[src/rtl/knn_vote_select.sv]
// K-nearest-neighbour selector: keeps the K smallest distances in a sorted list,
// then counts neighbour types and majority-votes the inferred type.
module knn_vote_select #(
  parameter int unsigned K      = 15,
  parameter int unsigned L      = 128,
  parameter int unsigned DIST_W = 32,
  parameter int unsigned TYPE_W = 3
) (
  input  logic              clk,
  input  logic              rst,
  input  logic              start,
  input  logic              in_valid,
  output logic              in_ready,
  input  logic [DIST_W-1:0] in_dist,
  input  logic [TYPE_W-1:0] in_type,
  input  logic              in_last,
  output logic              busy,
  output logic              done,
  output logic [TYPE_W-1:0] inferred_type
);

  localparam int unsigned NTypes  = 2 ** TYPE_W;
  localparam int unsigned MaxWalk = (K > NTypes) ? K : NTypes;
  localparam int unsigned IdxW    = $clog2(MaxWalk + 1);
  localparam int unsigned SmpW    = $clog2(L + 1);
  localparam int unsigned VoteW   = $clog2(K + 1);

  localparam logic [IdxW-1:0] LastEntry = IdxW'(K - 1);
  localparam logic [IdxW-1:0] LastBin   = IdxW'(NTypes - 1);
  localparam logic [SmpW-1:0] LastSmp   = SmpW'(L - 1);

  typedef enum logic [2:0] {StIdle, StCollect, StCount, StVote, StDone} state_e;

  state_e              state_q, state_d;
  logic [IdxW-1:0]     idx_q;
  logic [SmpW-1:0]     smp_q;
  logic [DIST_W-1:0]   dist_q [K];
  logic [DIST_W-1:0]   dist_d [K];
  logic [TYPE_W-1:0]   type_q [K];
  logic [TYPE_W-1:0]   type_d [K];
  logic [K-1:0]        valid_q, valid_d;
  logic [K-1:0]        le;
  logic [VoteW-1:0]    vote_q [NTypes];
  logic [VoteW-1:0]    best_cnt_q;
  logic [TYPE_W-1:0]   best_type_q;
  logic [TYPE_W-1:0]   inferred_q;
  logic                done_q;
  logic                accept, last_acc, clear_list;

  assign in_ready      = (state_q == StCollect) && !start;
  assign busy          = (state_q != StIdle);
  assign done          = done_q;
  assign inferred_type = inferred_q;

  assign accept     = in_valid && in_ready;
  assign last_acc   = accept && (in_last || (smp_q == LastSmp));
  assign clear_list = start && ((state_q == StIdle) || (state_q == StCollect));

  // Valid entries form a prefix, so le is a prefix mask and its edge is the insert slot.
  always_comb begin
    le = '0;
    for (int i = 0; i < K; i++) begin
      le[i] = valid_q[i] && (dist_q[i] <= in_dist);
    end
  end

  always_comb begin
    valid_d = valid_q;
    dist_d  = dist_q;
    type_d  = type_q;
    if (clear_list) begin
      valid_d = '0;
    end else if (accept) begin
      for (int i = K - 1; i > 0; i--) begin
        if (!le[i]) begin
          if (le[i-1]) begin
            dist_d[i]  = in_dist;
            type_d[i]  = in_type;
            valid_d[i] = 1'b1;
          end else begin
            dist_d[i]  = dist_q[i-1];
            type_d[i]  = type_q[i-1];
            valid_d[i] = valid_q[i-1];
          end
        end
      end
      if (!le[0]) begin
        dist_d[0]  = in_dist;
        type_d[0]  = in_type;
        valid_d[0] = 1'b1;
      end
    end
  end

  always_comb begin
    state_d = state_q;
    case (state_q)
      StIdle:    if (start) state_d = StCollect;
      StCollect: if (last_acc) state_d = StCount;
      StCount:   if (idx_q == LastEntry) state_d = StVote;
      StVote:    if (idx_q == LastBin) state_d = StDone;
      StDone:    state_d = StIdle;
      default:   state_d = StIdle;
    endcase
  end

  always_ff @(posedge clk) begin
    if (rst) begin
      state_q     <= StIdle;
      valid_q     <= '0;
      idx_q       <= '0;
      smp_q       <= '0;
      vote_q      <= '{default: '0};
      best_cnt_q  <= '0;
      best_type_q <= '0;
      inferred_q  <= '0;
      done_q      <= 1'b0;
    end else begin
      state_q <= state_d;
      valid_q <= valid_d;
      done_q  <= 1'b0;
      if (clear_list) begin
        smp_q <= '0;
      end else if (accept) begin
        smp_q <= smp_q + 1'b1;
      end
      case (state_q)
        StCollect: begin
          if (last_acc) begin
            idx_q  <= '0;
            vote_q <= '{default: '0};
          end
        end
        StCount: begin
          if (valid_q[idx_q]) begin
            vote_q[type_q[idx_q]] <= vote_q[type_q[idx_q]] + 1'b1;
          end
          if (idx_q == LastEntry) begin
            idx_q       <= '0;
            best_cnt_q  <= '0;
            best_type_q <= '0;
          end else begin
            idx_q <= idx_q + 1'b1;
          end
        end
        StVote: begin
          // Strictly greater keeps the lowest type index on a tie.
          if (vote_q[idx_q[TYPE_W-1:0]] > best_cnt_q) begin
            best_cnt_q  <= vote_q[idx_q[TYPE_W-1:0]];
            best_type_q <= idx_q[TYPE_W-1:0];
          end
          idx_q <= idx_q + 1'b1;
        end
        StDone: begin
          inferred_q <= best_type_q;
          done_q     <= 1'b1;
        end
        default: begin
        end
      endcase
    end
  end

  // List payload needs no reset; valid_q gates every use of it.
  always_ff @(posedge clk) begin
    dist_q <= dist_d;
    type_q <= type_d;
  end

endmodule

[config.mk]
export PLATFORM = sky130hd
export DESIGN_NAME = knn_vote_select
export DESIGN_NICKNAME = d
export VERILOG_FILES = /design/src/rtl/knn_vote_select.sv
export SDC_FILE = /design/constraint.sdc
export NUM_CORES = 2
export LEC_CHECK = 0
export ABC_AREA = 1
export BUFFER_PORTS_ARGS = -buffer_cell sky130_fd_sc_hd__buf_2
export CAP_MARGIN = 20
export CELL_PAD_IN_SITES_DETAIL_PLACEMENT = 0
export CELL_PAD_IN_SITES_GLOBAL_PLACEMENT = 2
export CORE_MARGIN = 5
export CORE_UTILIZATION = 43
export CTS_BUF_LIST = sky130_fd_sc_hd__clkbuf_4 sky130_fd_sc_hd__clkbuf_8
export DETAILED_ROUTE_END_ITERATION = 6
export PLACE_DENSITY = 0.94
export SLEW_MARGIN = 20
export SYNTH_ARGS = -nofsm -noshare
export SYNTH_HDL_FRONTEND = slang
export SYNTH_SLANG_ARGS = --single-unit
[constraint.sdc]
create_clock -name clk -period 5.3 [get_ports clk]
set_clock_uncertainty 0.2 [all_clocks]
set_input_delay 0 -clock clk [delete_from_list [all_inputs] [get_ports clk]]
set_output_delay 0 -clock clk [all_outputs]
set_load 0.05 [all_outputs]
Word level (Yosys, flattened, before mapping)
Index checks and enable logic that the tools add are counted.
{"block": "classes", "addsub": 3, "order_cmp": 21, "eq_ne": 13, "n_mux": 74, "n_bitwise": 19, "reduce_logical": 63}
{"operator": "$mux W32", "count": 16}
{"operator": "$le A32 B32 Y1", "count": 15}
{"operator": "$mux W3", "count": 22}
{"operator": "$pmux W32 S2", "count": 1}
{"operator": "$reduce_and A3 Y1", "count": 17}
{"operator": "$mux W4", "count": 9}
{"operator": "$bwmux W32", "count": 1}
{"operator": "$reduce_and A2 Y1", "count": 16}
{"operator": "$bmux W4 S3", "count": 2}
{"operator": "$logic_and A1 B1 Y1", "count": 20}
{"operator": "$mux W1", "count": 16}
{"operator": "$not A1 Y1", "count": 16}
{"operator": "$bmux W3 S4", "count": 1}
{"operator": "$demux W4 S3", "count": 1}
{"operator": "$ne A2 B2 Y1 const B", "count": 6}
{"operator": "$pmux W3 S4", "count": 1}
{"operator": "$pmux W4 S3", "count": 1}
{"operator": "$add A4 B1 Y4 const B", "count": 2}
{"operator": "$add A8 B1 Y8 const B", "count": 1}
{"operator": "$eq A8 B7 Y1 const B", "count": 1}
{"operator": "$ge A4 B4 Y1 const B", "count": 2}
{"operator": "$not A3 Y4", "count": 2}
{"operator": "$pmux W4 S2", "count": 1}
{"operator": "$eq A3 B2 Y1 const B", "count": 2}
{"operator": "18 further kinds", "count": 21}
{"block": "word_totals", "regBits": 598, "out_inout_bits": 6, "elab_cells": 253}

Depth between registers and ports, before layout
{"block": "depth", "depth_word": 12, "depth_mapped": 22, "mapped_depth_nobuf": 19}

Least setup slack after synthesis
No wires, ideal clock.
{"block": "synth_path", "path_type": "input-to-reg", "start": "input in_dist[31]", "end": "register dist_q[288] (netlist bit) (enable)", "setup_ns": 0.439, "t_arrival_ns": 3.575, "path_slack_ns": 1.086, "cell_stages": 13, "path_buffers": 1, "cell_sequence": "inv_1 -> clkbuf_1 -> ha_1 -> nand2_1 -> inv_1 -> nand3_1 -> nor4_1 -> inv_1 -> nor4_1 -> o21ai_0 -> nand2_1 -> nand2_1 -> a21oi_1"}
{"block": "synth_between", "elab_chain_len": 4}
{"item": "start, declared", "line_no": "14", "rtl": "input logic [DIST_W-1:0] in_dist,"}
{"item": "$le A32 B32 Y1", "line_no": "63", "rtl": "le[i] = valid_q[i] && (dist_q[i] <= in_dist);"}
{"item": "$logic_and A1 B1 Y1", "line_no": "63"}
{"item": "$not A1 Y1 (no line)"}
{"item": "$reduce_and A3 Y1 (no line)"}
{"item": "end signal, assigned", "line_no": "166", "rtl": "dist_q <= dist_d;"}
{"item": "end, declared", "line_no": "37", "rtl": "logic [DIST_W-1:0] dist_q [K];"}
No other way between the ends.
A chain may end at the register's enable or synchronous reset.

Final worst setup path
{"block": "layout_path", "start": "register idx_q[1]", "end": "register best_cnt_q[0]"}
{"block": "layout_between", "elab_chain_len": 7, "elab_cells_between_ends": 11, "classes_between": "1 x order compare; 3 x eq/ne; 5 x mux; 1 x bitwise; 1 x reduce/logical"}
{"item": "start, declared", "line_no": "35", "rtl": "logic [IdxW-1:0] idx_q;"}
{"item": "start signal, assigned", "line_no": "143", "rtl": "idx_q <= idx_q + 1'b1;"}
{"item": "start signal, assigned", "line_no": "152", "rtl": "idx_q <= idx_q + 1'b1;"}
{"item": "$not A3 Y4 (not written as such)", "line_no": "148, 149"}
{"item": "$bmux W4 S3", "line_no": "148, 149"}
{"item": "$mux W4 (not written as such) (2 in a row)", "line_no": "148, 149"}
{"item": "$gt A4 B4 Y1", "line_no": "148", "rtl": "if (vote_q[idx_q[TYPE_W-1:0]] > best_cnt_q) begin"}
{"item": "$ne A2 B2 Y1 (no line)"}
{"item": "$reduce_and A3 Y1 (no line)"}
{"item": "end signal, assigned", "line_no": "149", "rtl": "best_cnt_q <= vote_q[idx_q[TYPE_W-1:0]];"}
{"item": "end, declared", "line_no": "44", "rtl": "logic [VoteW-1:0] best_cnt_q;"}
Several ways; a longest one is shown, not always the timed one. The select of a mux whose other input is x is not followed.

==> key figures <==
Placed design
  • GPL Wtd Cong: 0.823
  • Placed Instances: 4874
  • Post-place setup slack: 1.15 ns
  • Post-Place Cell Area: 0.0374 mm²
  • Dpl hpwl: 60800 µm
  • Port buffer count: 45

STA
  • Max Clock Freq: 245 MHz
  • Final Critical Period: 4.08 ns
  • Slew @ Worst Pin: 1.06 ns
  • RSZ-0062 raised after global routing: no
  • Final setup violation count: 0
  • Share of the clock period used by the worst path after layout: 77.1%
  • Slew headroom: 29.3%
  • Pins Over Slew Limit: 0
  • Final Hold Fails: 0
  • Final Worst Setup Slack: 1.22 ns
  • Setup tns final: 0 ns

Die
  • FP Rows: 105
  • Die height: 298 µm
  • I/O pin total: 46
  • Core Area: 0.0822 mm²
  • Initial Utilization: 43.5%
  • Die Wd: 298 µm
  • Full die area: 0.0890 mm²

Run
  • Number of max-cap violations: 0

Status
  • Status: finished, final reports clean

Global routing
  • Antenna violations before repair: 1
  • Vias in the first global route: 26300
  • Pin count of the biggest net entering global routing: 72
  • Total track usage: 17.8%
  • First-pass GRT wire length: 131000 µm
  • Gr ovfl total: 0

Clock tree
  • Clk_lat worst skew: 0.72 ns
  • Total clock sinks: 598
  • CTS tree: built
  • Reg clk slew, reported paths: 0.06 ns
  • CTS Buffer Depth: 3
  • H-Tree Depth: 3
  • Root Driver: clkbuf_8
  • Inserted Clock Buffers: 106

Finish
  • Area growth, synth to finish: 13.1%
  • Final instance area: 0.0404 mm²
  • Nets: 4521
  • Fill count: 7622
  • Layout cell share with drive strength beyond 1: 9.10%
  • Post-Layout Cell Count: 5148
  • Final core utilization: 49.2%

Routing
  • DR vias/cell: 5.17
  • Vias: 26600
  • Antenna viol nets, final: 0
  • Initial drt markers: 1240
  • WL/cell: 15.4 µm
  • Drt total wl: 79500 µm
  • DR DRC count: 0
  • First-pass DRT Iterations: 5

Critical path
  • Worst Path Arrival: 4.46 ns
  • CP Capture Type: flip-flop
  • Crit Path Category: flip-flop to flip-flop
  • Crit path max fanout: 15
  • Data required, critical path: 5.67 ns
  • Crit path launch type: flip-flop

Pwr
  • Static Leak: 17.2 nW
  • NetSw: 4.10 mW
  • Power Dens Cells: 320 mW/mm²
  • Flop pwr share: 44.8%
  • Combinational share of power: 22.3%
  • Clock network power share: 32.8%
  • Maximum vdd drop: 0.225 mV
  • P_int: 8.85 mW
  • Sw frac: 31.6%

Yosys
  • Syn Nets: 4373
  • EDFF count, synth: 525
  • Synthesized area per cell: 9.30 µm²
  • Fraction of registers with async set/reset: 0%
  • Yosys warnings: 0
  • Mapped cell area: 0.0357 mm²
  • Yosys cell types: 48
  • Top_reg_cell synth: edfxtp_1
  • Gate Count Post-Synth: 3845
  • FF+latch count, synth: 598
  • Sequential area share after synthesis: 48.2%

Min path
  • Hold Path Class: input port to flip-flop
-- power groups by stage --
stage / Combinational (mW) / Sequential [mW] / Clock (mW)
3_3_place_gp: 2.77 / 5.90 / 0
3_5_place_dp: 2.83 / 5.91 / 0
5_1_grt: 3.34 / 5.84 / 4.60
4_1_cts: 2.89 / 5.81 / 4.39
6_report: 2.89 / 5.80 / 4.25
2_1_floorplan: 2.07 / 5.87 / 0
-- worst paths after layout --
kind / cells past startpoint / slack (ns) / endpoint / startpoint
setup / recovery: 15 / 1.22 / best_cnt_q[0] / idx_q[1]
hold / removal: 2 / 0.14 / dist_q[448] / in_dist[0]
setup reg to reg: 15 / 1.22 / best_cnt_q[0] / idx_q[1]
hold reg to reg: 2 / 0.27 / vote_q[18] / vote_q[18]
-- routing by layer --
metal	part of all wire (%)	up-vias	global-route usage [%]
met1	47	12100	23.6
met5	0	-	0
met2	46	376	30.0
met3	3.8	127	2.74
met4	2.6	0	5.60
li1	-	14000	-
-- cell usage in the layout, fill, tap and decap left out, drive strengths merged, types with 11 or more instances in the layout --
cell	count
nand2	1012
o21ai	596
edfxtp	525
ha	488
a21oi	306
inv	250
clkbuf	155
nor2	132
buf	126
nand3	92
dlygate4sd3	75
dfxtp	73
nand4	58
clkinv	32
a31oi	24
a211oi	21
nor4	20
nor3	16
o211ai	14
o221ai	12
o21a	11
-- cell type report --
class                      count  area (µm²)  share of cell area [%]
multi-input combinational   2839       17100                    42.4
sequential                   598       17200                    42.6
antenna                        1        2.50                 0.00619
clock inverter                37         199                   0.492
clock buffer                 155        1890                    4.67
tap                         1070        1340                    3.31
inverter                     247         927                    2.29
timing repair buffer         201        1700                    4.21
-- stage by stage --
| stage | hold WS [ns] | power, mW |
|---|---|---|
| detailed placement | -0.00765 | 8.73 |
| floorplan | -0.101 | 7.94 |
| global placement | -0.0101 | 8.67 |
| CTS | 0.0563 | 13.1 |
| global route | 0.140 | 13.8 |
| finish | 0.138 | 12.9 |
-- cell usage after synthesis (all sizes together), types with 3 or more instances --
cell	instances	area (µm²)
o21ai	596	2980
dfxtp	73	1460
a22oi	4	30.0
o211ai	14	105
buf	19	130
ha	488	6110
nand4	58	363
o221ai	12	105
inv	247	927
o2111ai	5	43.8
nor4	20	125
a21oi	306	1530
or2	4	25.0
a21o	4	30.0
nand3	92	493
nor3b	5	37.5
and3	3	18.8
o21a	11	82.6
a31oi	24	150
clkbuf	142	533
edfxtp	525	15800
nand2	1012	3840
a211oi	21	158
nor2	132	528
nor3	16	85.1
-- sequential cells by signal (all words and copies together) (netlist names) --
register / count
best_cnt_q: 4
best_type_q: 3
dist_q: 480
done: 1
idx_q: 4
inferred_type: 3
smp_q: 8
state_q: 3
type_q: 45
valid_q: 15
vote_q: 32
-- cell families (layout without fill, tap and decap cells) --
family	after synthesis	in the layout	synth area share [%]
other cells	0	1	0
buf+inv	408	640	4.45
flops	598	598	48.2
fa+ha+maj	488	488	17.1
compound gates	1006	1006	14.8
simple gates	1345	1345	15.5
-- critical path: stages, from the launching register on --
cell and delay, ns:
dfxtp_1 0.73, inv_2 0.33, nor2_2 0.70, a22oi_1 0.23, o21ai_0 0.15, nor2_1 0.06
a41oi_1 0.26, ha_1 0.30, a21oi_1 0.13, o21ai_0 0.08, nand3_1 0.07, nand2_1 0.05
nand2_1 0.26, inv_1 0.15, o21ai_0 0.18, nor2_1 0.06
-- what timing repair did --
action,4_1_cts,5_1_grt
hold buffers,75,0
buffers inserted,0,0
endpoints found under the hold margin,583,0
resized for setup,0,0
(Power assumes the default switching activity.)
